### src/rtl/sequence_generator.sv
// ---------------------------------------------------------------------------
// sequence_generator
//   Serial pattern transmitter. It captures a parallel pattern of
//   programmable length and shifts it out MSB-first on `w`, one bit per
//   clock. The pattern is sent repeat_n+1 times, back to back.
//
//   Optional feature (compile-time macro SEQUENCE_GENERATOR_PARITY_EN):
//   after the data bits of every pass, one even-parity bit is appended.
//
// Parameters
//   PAT_W    maximum pattern length in bits
//   LEN_W    width of len (2**LEN_W must exceed PAT_W)
//   CNT_W    width of repeat_n
//
// Ports
//   clk       rising-edge clock
//   reset     synchronous, active-low reset
//   start     transmission request, sampled only while ready
//   pattern   bits to send; only pattern[len-1:0] is used
//   len       pattern length, clamped to PAT_W
//   repeat_n  extra repetitions (total passes = repeat_n + 1)
//   w         registered serial output, 0 outside SHIFT
//   busy      high while bits are being shifted
//   done      one-cycle pulse after the last bit
//   ready     high in IDLE
// ---------------------------------------------------------------------------
module sequence_generator #(
    parameter int PAT_W = 8,
    parameter int LEN_W = 4,
    parameter int CNT_W = 4
) (
    input  logic             clk,
    input  logic             reset,
    input  logic             start,
    input  logic [PAT_W-1:0] pattern,
    input  logic [LEN_W-1:0] len,
    input  logic [CNT_W-1:0] repeat_n,
    output logic             w,
    output logic             busy,
    output logic             done,
    output logic             ready
);

    typedef enum logic [1:0] {
        IDLE  = 2'd0,
        SHIFT = 2'd1,
        DONE  = 2'd2
    } state_t;

    localparam logic [LEN_W-1:0] LEN_MAX = LEN_W'(PAT_W);

    state_t           state;
    logic [PAT_W-1:0] pat_q;     // captured pattern, first bit at MSB
    logic [PAT_W-1:0] sh_q;      // working shift register for current pass
    logic [LEN_W-1:0] len_q;     // captured, clamped length
    logic [LEN_W-1:0] bit_idx;   // index of the data bit currently on w
    logic [CNT_W-1:0] pass_cnt;  // passes still to send after this one

    logic [LEN_W-1:0] len_c;
    logic [PAT_W-1:0] pat_al;

    assign len_c = (len > LEN_MAX) ? LEN_MAX : len;

    // Left-align the used bits so the first bit to send sits at the MSB;
    // shifting left then walks bit_idx from len-1 down to 0 without any
    // variable bit select on the datapath.
    assign pat_al = pattern << (PAT_W - int'(len_c));

`ifdef SEQUENCE_GENERATOR_PARITY_EN
    logic par_q;      // even parity of the captured data bits
    logic par_phase;  // parity bit of the current pass is on w
`endif

    always_ff @(posedge clk) begin
        if (!reset) begin
            state    <= IDLE;
            pat_q    <= '0;
            sh_q     <= '0;
            len_q    <= '0;
            bit_idx  <= '0;
            pass_cnt <= '0;
            w        <= 1'b0;
            busy     <= 1'b0;
            done     <= 1'b0;
            ready    <= 1'b1;
`ifdef SEQUENCE_GENERATOR_PARITY_EN
            par_q     <= 1'b0;
            par_phase <= 1'b0;
`endif
        end else begin
            case (state)
                IDLE: begin
                    done <= 1'b0;
                    if (start) begin
                        pat_q    <= pat_al;
                        sh_q     <= pat_al;
                        len_q    <= len_c;
                        pass_cnt <= repeat_n;
                        ready    <= 1'b0;
`ifdef SEQUENCE_GENERATOR_PARITY_EN
                        // Bits above len were shifted out of pat_al, so
                        // reducing it gives the parity of the used bits.
                        par_q     <= ^pat_al;
                        par_phase <= 1'b0;
`endif
                        if (len_c == '0) begin
                            state <= DONE;
                            done  <= 1'b1;
                        end else begin
                            state   <= SHIFT;
                            busy    <= 1'b1;
                            w       <= pat_al[PAT_W-1];
                            bit_idx <= len_c - 1'b1;
                        end
                    end
                end

                SHIFT: begin
                    if (bit_idx != '0) begin
                        bit_idx <= bit_idx - 1'b1;
                        sh_q    <= {sh_q[PAT_W-2:0], 1'b0};
                        w       <= sh_q[PAT_W-2];
                    end
`ifdef SEQUENCE_GENERATOR_PARITY_EN
                    else if (!par_phase) begin
                        par_phase <= 1'b1;
                        w         <= par_q;
                    end
`endif
                    else if (pass_cnt != '0) begin
                        // Next pass starts on the very next cycle.
                        pass_cnt <= pass_cnt - 1'b1;
                        bit_idx  <= len_q - 1'b1;
                        sh_q     <= pat_q;
                        w        <= pat_q[PAT_W-1];
`ifdef SEQUENCE_GENERATOR_PARITY_EN
                        par_phase <= 1'b0;
`endif
                    end else begin
                        state <= DONE;
                        w     <= 1'b0;
                        busy  <= 1'b0;
                        done  <= 1'b1;
`ifdef SEQUENCE_GENERATOR_PARITY_EN
                        par_phase <= 1'b0;
`endif
                    end
                end

                DONE: begin
                    state <= IDLE;
                    done  <= 1'b0;
                    ready <= 1'b1;
                end

                default: begin
                    state <= IDLE;
                    w     <= 1'b0;
                    busy  <= 1'b0;
                    done  <= 1'b0;
                    ready <= 1'b1;
                end
            endcase
        end
    end

endmodule
### config.mk
export PLATFORM = sky130hd
export DESIGN_NAME = sequence_generator
export DESIGN_NICKNAME = d
export VERILOG_FILES = /design/src/rtl/sequence_generator.sv
export SDC_FILE = /design/constraint.sdc
export NUM_CORES = 1
export LEC_CHECK = 0
export BUFFER_PORTS_ARGS = -buffer_cell sky130_fd_sc_hd__clkbuf_2
export CAP_MARGIN = 20
export CELL_PAD_IN_SITES_DETAIL_PLACEMENT = 1
export CELL_PAD_IN_SITES_GLOBAL_PLACEMENT = 1
export CORE_MARGIN = 5
export CORE_UTILIZATION = 35
export CTS_BUF_LIST = sky130_fd_sc_hd__clkbuf_4 sky130_fd_sc_hd__clkbuf_8
export CTS_CLUSTER_DIAMETER = 80
export CTS_CLUSTER_SIZE = 20
export DETAILED_ROUTE_END_ITERATION = 8
export PLACE_DENSITY = 0.74
export SLEW_MARGIN = 20
export SYNTH_ARGS = -nofsm -noshare
export SYNTH_HDL_FRONTEND = slang
export SYNTH_SLANG_ARGS = --single-unit
### constraint.sdc
create_clock -name clk -period 3.63 [get_ports clk]
set_input_delay 0.363 -clock clk [delete_from_list [all_inputs] [get_ports clk]]
set_output_delay 0.363 -clock clk [all_outputs]
set_load 0.01 [all_outputs]
**Word level (Yosys, flattened, before mapping)**

Index checks and enable logic that the tools add are counted.

- Register bits after elaboration: 33

- Add/sub/neg operators: 5
- $lt $le $gt $ge: 1
- Equality and inequality tests: 8
- Shift-type cells: 1
- Multiplexer cells: 36
- Bitwise logic cells: 2
- Reduce and logical (&&, ||, !) cells: 14

Operators with widths:

| operator | number |
|---|---|
| $mux W4 | 8 |
| $shl A8 B32 Y8 | 1 |
| $mux W7 | 3 |
| $pmux W4 S2 | 2 |
| $sub A4 B1 Y4 const B | 4 |
| $pmux W7 S2 | 1 |
| $mux W1 | 13 |
| $ne A2 B2 Y1 const B | 5 |
| $reduce_and A3 Y1 | 3 |
| $mux W2 | 4 |
| $reduce_and A4 Y1 | 2 |
| $reduce_bool A4 Y1 | 2 |
| $pmux W1 S3 | 2 |
| $reduce_and A2 Y1 | 3 |
| $reduce_and A5 Y1 | 1 |
| $sub A4 B4 Y5 const A | 1 |
| $gt A4 B4 Y1 const B | 1 |
| $logic_not A4 Y1 | 1 |
| $pmux W1 S2 | 2 |
| $pmux W2 S2 | 1 |
| $ne A3 B3 Y1 const B | 1 |
| $eq A2 B1 Y1 const B | 1 |
| $eq A2 B2 Y1 const B | 1 |
| $logic_not A2 Y1 | 1 |
| 2 further kinds | 3 |

**Longest topological paths before layout**

Gate-level depths: netlist of run 1.

- Depth in word-level cells: 7
- Mapped depth: 11
- Depth with buffers taken out: 8

**Least setup slack after synthesis of run 1**

No wires, ideal clock.

- Kind: input-to-reg
- From: in len[0]
- To: reg sh_q[4]
- Library setup time: 61 ps
- Arrival: 2130 ps
- Data required time: 3569 ps
- Slack: 1439 ps
- Stages on the path: 9
- Buffers on the path: 2
- Cells stage by stage: buf_6 -> nor2b_1 -> buf_2 -> inv_2 -> ha_1 -> or4b_2 -> a21o_1 -> nand3_1 -> o2111a_1

- Word-level cells in the longest chain between the ends: 6

Ends and longest elaborated chain:

| item | RTL line | text |
|---|---|---|
| start: declaration | 36 | `input logic [LEN_W-1:0] len,` |
| $gt A4 B4 Y1 | 62 | `assign len_c = (len > LEN_MAX) ? LEN_MAX : len;` |
| $mux W4 * | 62 |  |
| $sub A4 B4 Y5 * | 67 | `assign pat_al = pattern << (PAT_W - int'(len_c));` |
| $shl A8 B32 Y8 * | 67 |  |
| $mux W7 * | 94 | `if (start) begin` |
| $pmux W7 S2 * | 91 | `case (state)` |
| end signal: assignment | 96 | `sh_q <= pat_al;` |
| end signal: assignment | 121 | `sh_q <= {sh_q[PAT_W-2:0], 1'b0};` |
| end signal: assignment | 134 | `sh_q <= pat_q;` |
| end: declaration | 54 | `logic [PAT_W-1:0] sh_q;` |

Every way passes the cells marked *; elsewhere a longest branch is shown, timed or not. The select of a mux whose other input is x is not followed.
A chain may end at the register's enable or synchronous reset.

**Worst setup path in the final report of run 1**

- From: reg pass_cnt[0]
- To: reg sh_q[5]

- Word-level cells in the longest chain between the ends: 3

Ends and longest elaborated chain:

| item | RTL line | text |
|---|---|---|
| start: declaration | 57 | `logic [CNT_W-1:0] pass_cnt;` |
| start signal: assignment | 98 | `pass_cnt <= repeat_n;` |
| start signal: assignment | 132 | `pass_cnt <= pass_cnt - 1'b1;` |
| $reduce_bool A4 Y1 | 130 | `else if (pass_cnt != '0) begin` |
| $ne A3 B3 Y1 (no source line) | - |  |
| $reduce_and A3 Y1 (no source line) | - |  |

No other way between the ends.

==> results_dict.tcl, run 1 <==
set metrics [dict create \
    clkTransAtPathRegs_ns 0.07 \
    antenna_found_initial 0 \
    clk_latency_ns 0.29 \
    crit_path_end_kind "flip-flop" \
    netlist_top_cells_count "dfxtp_1, a21oi_1, nand2_1" \
    fin_tns_setup_ns 0 \
    cts_max_path_buffers 2 \
    cts_buffers 5 \
    antenna_left 0 \
    grt_pass1_vias 1877 \
    power.density_nw_per_um2 527 \
    synth_area_leaders "dfxtp_1, a21oi_1, nand2_1" \
    cp_data_arrival_time_ns 2.63 \
    drc 0 \
    dr.pass1.iters 4 \
    grt_pass1_wl_mm 8.94 \
    wl_per_cell_um 15.6 \
    htree_levels 2 \
    dieArea_um2 7350 \
    gp_congestion 0.811 \
    hold_buffers 0 \
    final_area_um2 2230 \
    yosys.cell_count.top_type "dfxtp_1" \
    layout.nets 284 \
    synthArstFlopShare_pct 0 \
    routed_via_density 5.57 \
    synth_seq_area_share_pct 32.9 \
    period_needed_ns 2.45 \
    relSlewSlack_pct 27.7 \
    grt_overflow 0 \
    grt_max_degree 25 \
    dpl-instance-area_um2 2130 \
    cp-start-kind "flip-flop" \
    hold_viol 0 \
    n_fill_cell 712 \
    io_buffer_count 22 \
    cts_resized 0 \
    tightest_slew_ns 1.08 \
    track_usage_pct 15.1 \
    die_h_um 85.7 \
    drt_wl_total_mm 5.23 \
    syn_nets 271 \
    synth_edf_count 0 \
    drive_above_1_share_pct 18.6 \
    start_util_pct 36.2 \
    clock.fmax_mhz 408 \
    synth_warnings 0 \
    hp-class "in2reg" \
    dp_slack_ns 0.973 \
    post_cts_buffers 0 \
    min_period_over_period_pct 67.5 \
    synth.avg_cell_area_um2 8.06 \
    p_leak_nw 0.838 \
    io_pins 23 \
    irDropWorstVdd_mv 0.144 \
    synthFlopType "dfxtp_1" \
    synth_area_um2 2010 \
    hold-worst-slack_ns 0.334 \
    synth_top_area_cell "dfxtp_1" \
    rows 27 \
    skew_ns 0.00585 \
    synth.distinct_cells 52 \
    setup.worst_path.class "reg2reg" \
    status "complete, no violations" \
    maxSlewViolCount 0 \
    ys_ff_latch 33 \
    yosys.area.top_type_share_pct 32.9 \
    setup_ws_ns 1.18 \
    cts_tree "built" \
    drt_iter0_markers 65 \
    required_ns 3.81 \
    worst-path-max-fanout 15 \
    core_area_um2 5540 \
    hpwl_mm 3.90 \
    antenna_cells 0 \
    clock_sinks 33 \
    synth_cells 249 \
    die_w_um 85.7 \
    max-cap-violations 0 \
    num_vias 1865 \
    setup_viol 0 \
    cts-root-buf "clkbuf_8" \
    rsz0062_at_grt "false" \
    area_delta_synth_final_pct 11.0 \
]
[worst paths after layout]
check | startpoint | endpoint | slack [ns] | cells past startpoint
worst max-delay path | pass_cnt[0] | sh_q[5] | 1.18 | 7
worst min-delay path | repeat_n[0] | pass_cnt[0] | 0.33 | 3
worst max register to register | pass_cnt[0] | sh_q[5] | 1.18 | 7
worst min register to register | pat_q[3] | pat_q[3] | 0.46 | 2
[layout by cell type (no fill, tap or decap), types with 3 or more instances in the layout]
cell      netlist  layout
clkbuf_2        0      22
inv_1           6       6
nand2_1        29      29
mux2i_1         6       6
clkbuf_8        0       7
or4_1           3       3
a211oi_1        5       5
o21ai_0        15      15
ha_1            3       3
nor4_1          4       4
a21o_1          3       3
nand4_1         3       3
nor2_1         16      16
a31oi_1         3       3
nor2b_1         6       6
o21a_1          3       3
nor3b_1         5       5
o211ai_1        6       6
buf_4           0       3
nand3_1         9       9
nor3_1          3       3
dfxtp_1        33      33
a21oi_1        31      31
[per-stage QoR]
step | total power [mW] | util [%] | std cells
global placement | 0.867 | 38.4 | 327
global route | 1.26 | 40.2 | 335
CTS | 1.19 | 40.2 | 335
detailed placement | 0.881 | 38.4 | 327
floorplan | 0.775 | - | 249
finish | 1.18 | 40.2 | 335
[critical path: stages (launching register included)]
cell	delay, ns
dfxtp_1	0.38
inv_1	0.06
ha_1	0.23
nor3b_1	0.20
a311o_2	0.48
nor2_2	0.53
nand3_1	0.25
o2111a_1	0.21
[flip-flops by register name, indices dropped and copies added, names as in the netlist]
signal    cells
done          1
busy          1
pass_cnt      4
pat_q         8
state         2
ready         1
w             1
bit_idx       4
len_q         4
sh_q          7
[final cells by class]
cell class	instances	area, um2	area share (%)
clock buffers	7	96.3	4.32
clock inverters	1	5.00	0.224
inverters	7	26.3	1.18
multi-input cells	190	1220	54.7
flip-flops and latches	33	661	29.6
well taps	72	90.1	4.04
repair buffers	25	133	5.95
[where the power goes]
| group | leakage [nW] | switching [mW] | total, mW | internal, mW |
|---|---|---|---|---|
| Combinational | 0.513 | 0.244 | 0.401 | 0.157 |
| Sequential | 0.271 | 0.0488 | 0.467 | 0.418 |
| Clock | 0.0542 | 0.136 | 0.307 | 0.171 |
| Total | 0.838 | 0.429 | 1.18 | 0.747 |
[kinds of logic after synthesis]
group / count (synthesis) / share of synthesized area (%)
AO/OA/AOI/OAI: 84 / 27.2
XOR/XNOR: 1 / 0.436
adder cells (fa/ha/maj): 3 / 1.87
buffers and inverters: 26 / 6.42
flip-flops: 33 / 32.9
multiplexers: 11 / 7.10
AND/OR/NAND/NOR: 91 / 24.1
[routing by layer]
| metal | part of all wire, % | track usage (%) | up-vias |
|---|---|---|---|
| met5 | 0 | 0 | - |
| met2 | 47 | 25.4 | 23 |
| met3 | 2.9 | 2.79 | 8 |
| met4 | 1.1 | 5.18 | 0 |
| met1 | 49 | 19.4 | 901 |
| li1 | - | - | 933 |
(Power assumes the default switching activity.)
==> inputs of run 2 (changes only) <==
clock period = 2.3 ns   (was 3.63 ns; I/O delays follow)
==> run 2 against run 1 <==
Effect of this change: power increased by 62%; first-iteration DRC count increased by 9.2%; worst setup slack got worse by 0.93 ns; combinational power increased by 69%; clock power increased by 60%; sequential share of layout area decreased by 1.2 points; sequential power increased by 58%; cell count increased by 3.6%; clock-buffer cell count unchanged; core utilization increased by 1.6 points.
==> results_dict.tcl, run 2 (synthesized netlist as in run 1, its figures left out) <==
set metrics [dict create \
    largest_reg_flops 8 \
    cts_resized 0 \
    htree_levels 2 \
    clk_latency_ns 0.29 \
    maxSlewViolCount 0 \
    relSlewSlack_pct 66.5 \
    antenna_found_initial 0 \
    clock_sinks 33 \
    reg.largest.list "pat_q: 8 flops, sh_q: 7 flops" \
    max-cap-violations 0 \
    cts_buffers 5 \
    tightest_slew_ns 0.499 \
    core_area_um2 5540 \
    hpwl_mm 4.05 \
    min_period_over_period_pct 89.1 \
    start_util_pct 36.2 \
    rr_startpoint "pass_cnt[0]" \
    antenna_cells 0 \
    routed_via_density 5.52 \
    antenna_left 0 \
    gp_congestion 0.752 \
    setup.worst_path.class "reg2reg" \
    place_inst 339 \
    die_h_um 85.7 \
    io_buffer_count 22 \
    clock.fmax_mhz 488 \
    period_needed_ns 2.05 \
    dp_slack_ns 0.290 \
    skew_ns 0.00408 \
    drt_iter0_markers 71 \
    setup_viol 0 \
    cts_max_path_buffers 2 \
    cp-startpoint "pass_cnt[0]" \
    final_cell_mix "dfxtp_1, a21oi_1, nand2_1, clkbuf_2, nor2_1" \
    num_vias 1917 \
    crit_path_end "pat_q[2]" \
    cts_tree "built" \
    crit_path_end_kind "flip-flop" \
    final_common_cell "dfxtp_1" \
    grt_max_degree 19 \
    final_area_um2 2320 \
    p_total_mw 1.91 \
    hp-class "in2reg" \
    wl_per_cell_um 15.6 \
    post_cts_buffers 0 \
    worstRegToRegCells 8 \
    hold_buffers 0 \
    r2r-end "pat_q[2]" \
    drive_above_1_share_pct 22.2 \
    power.density_nw_per_um2 822 \
    dpl-instance-area_um2 2220 \
    hold-worst-slack_ns 0.202 \
    hold_viol 0 \
    drc 0 \
    p_leak_nw 0.896 \
    cts-root-buf "clkbuf_8" \
    track_usage_pct 15.7 \
    io_pins 23 \
    fin_cells 347 \
    worst-path-max-fanout 15 \
    irDropWorstVdd_mv 0.255 \
    area_delta_synth_final_pct 15.5 \
    drt_wl_total_mm 5.41 \
    rsz0062_at_grt "false" \
    rows 27 \
    setup_ws_ns 0.251 \
    die_w_um 85.7 \
    cp-start-kind "flip-flop" \
    cp_data_arrival_time_ns 2.27 \
    grt_overflow 0 \
    grt_pass1_wl_mm 9.37 \
    clkTransAtPathRegs_ns 0.07 \
    status "complete, no violations" \
    fin_tns_setup_ns 0 \
    largest-register "pat_q" \
    grt_pass1_vias 1924 \
    postLayoutCoreUtil_pct 41.9 \
    required_ns 2.52 \
    layout.nets 296 \
    dr.pass1.iters 4 \
    rrSetupSlack_ns 0.25 \
    dieArea_um2 7350 \
]
[run 2: changes by cell type in the layout (fill, tap and decap cells not counted), sizes merged]
cell / previous run / this run
buf: 3 / 15
[run 2: area by class of cell]
class / instances / area, um2
Clock buffer: 7 / 96.3
Clock inverter: 1 / 5.00
Fill cell: 704 / 3220
Inverter: 7 / 26.3
Multi-Input combinational cell: 190 / 1220
Sequential cell: 33 / 661
Tap cell: 72 / 90.1
Timing Repair Buffer: 37 / 223
[run 2: critical path: stages (launching register included)]
cell and delay, ns:
dfxtp_1 0.38, inv_1 0.06, ha_1 0.24, nor3b_1 0.18
a311o_2 0.48, nor2_2 0.10, buf_4 0.20, nand3_1 0.17
a21oi_1 0.17
[run 2: worst min-delay path by stage]
stage,depth (start not counted),end,startpoint,slack [ns]
2_1_floorplan,2,pat_q[6],reset,0.37
3_3_place_gp,2,done,done,0.44
3_5_place_dp,2,len_q[3],len_q[3],0.45
4_1_cts,3,pass_cnt[0],repeat_n[0],0.20
5_1_grt,3,pass_cnt[0],repeat_n[0],0.24
6_report,3,pass_cnt[0],repeat_n[0],0.20
[run 2: layer usage]
layer  vias up  track usage (%)  wire, um
met5         -                0         0
met4         0             5.47        65
met3         7             2.50       161
met2        28             24.9      2470
met1       918             21.4      2720
li1        964                -         -
[run 2: where the power goes]
part	leakage [nW]	switching, mW	internal (mW)
Combinational	0.571	0.396	0.282
Sequential	0.271	0.0778	0.660
Clock	0.0542	0.221	0.271
Total	0.896	0.695	1.21
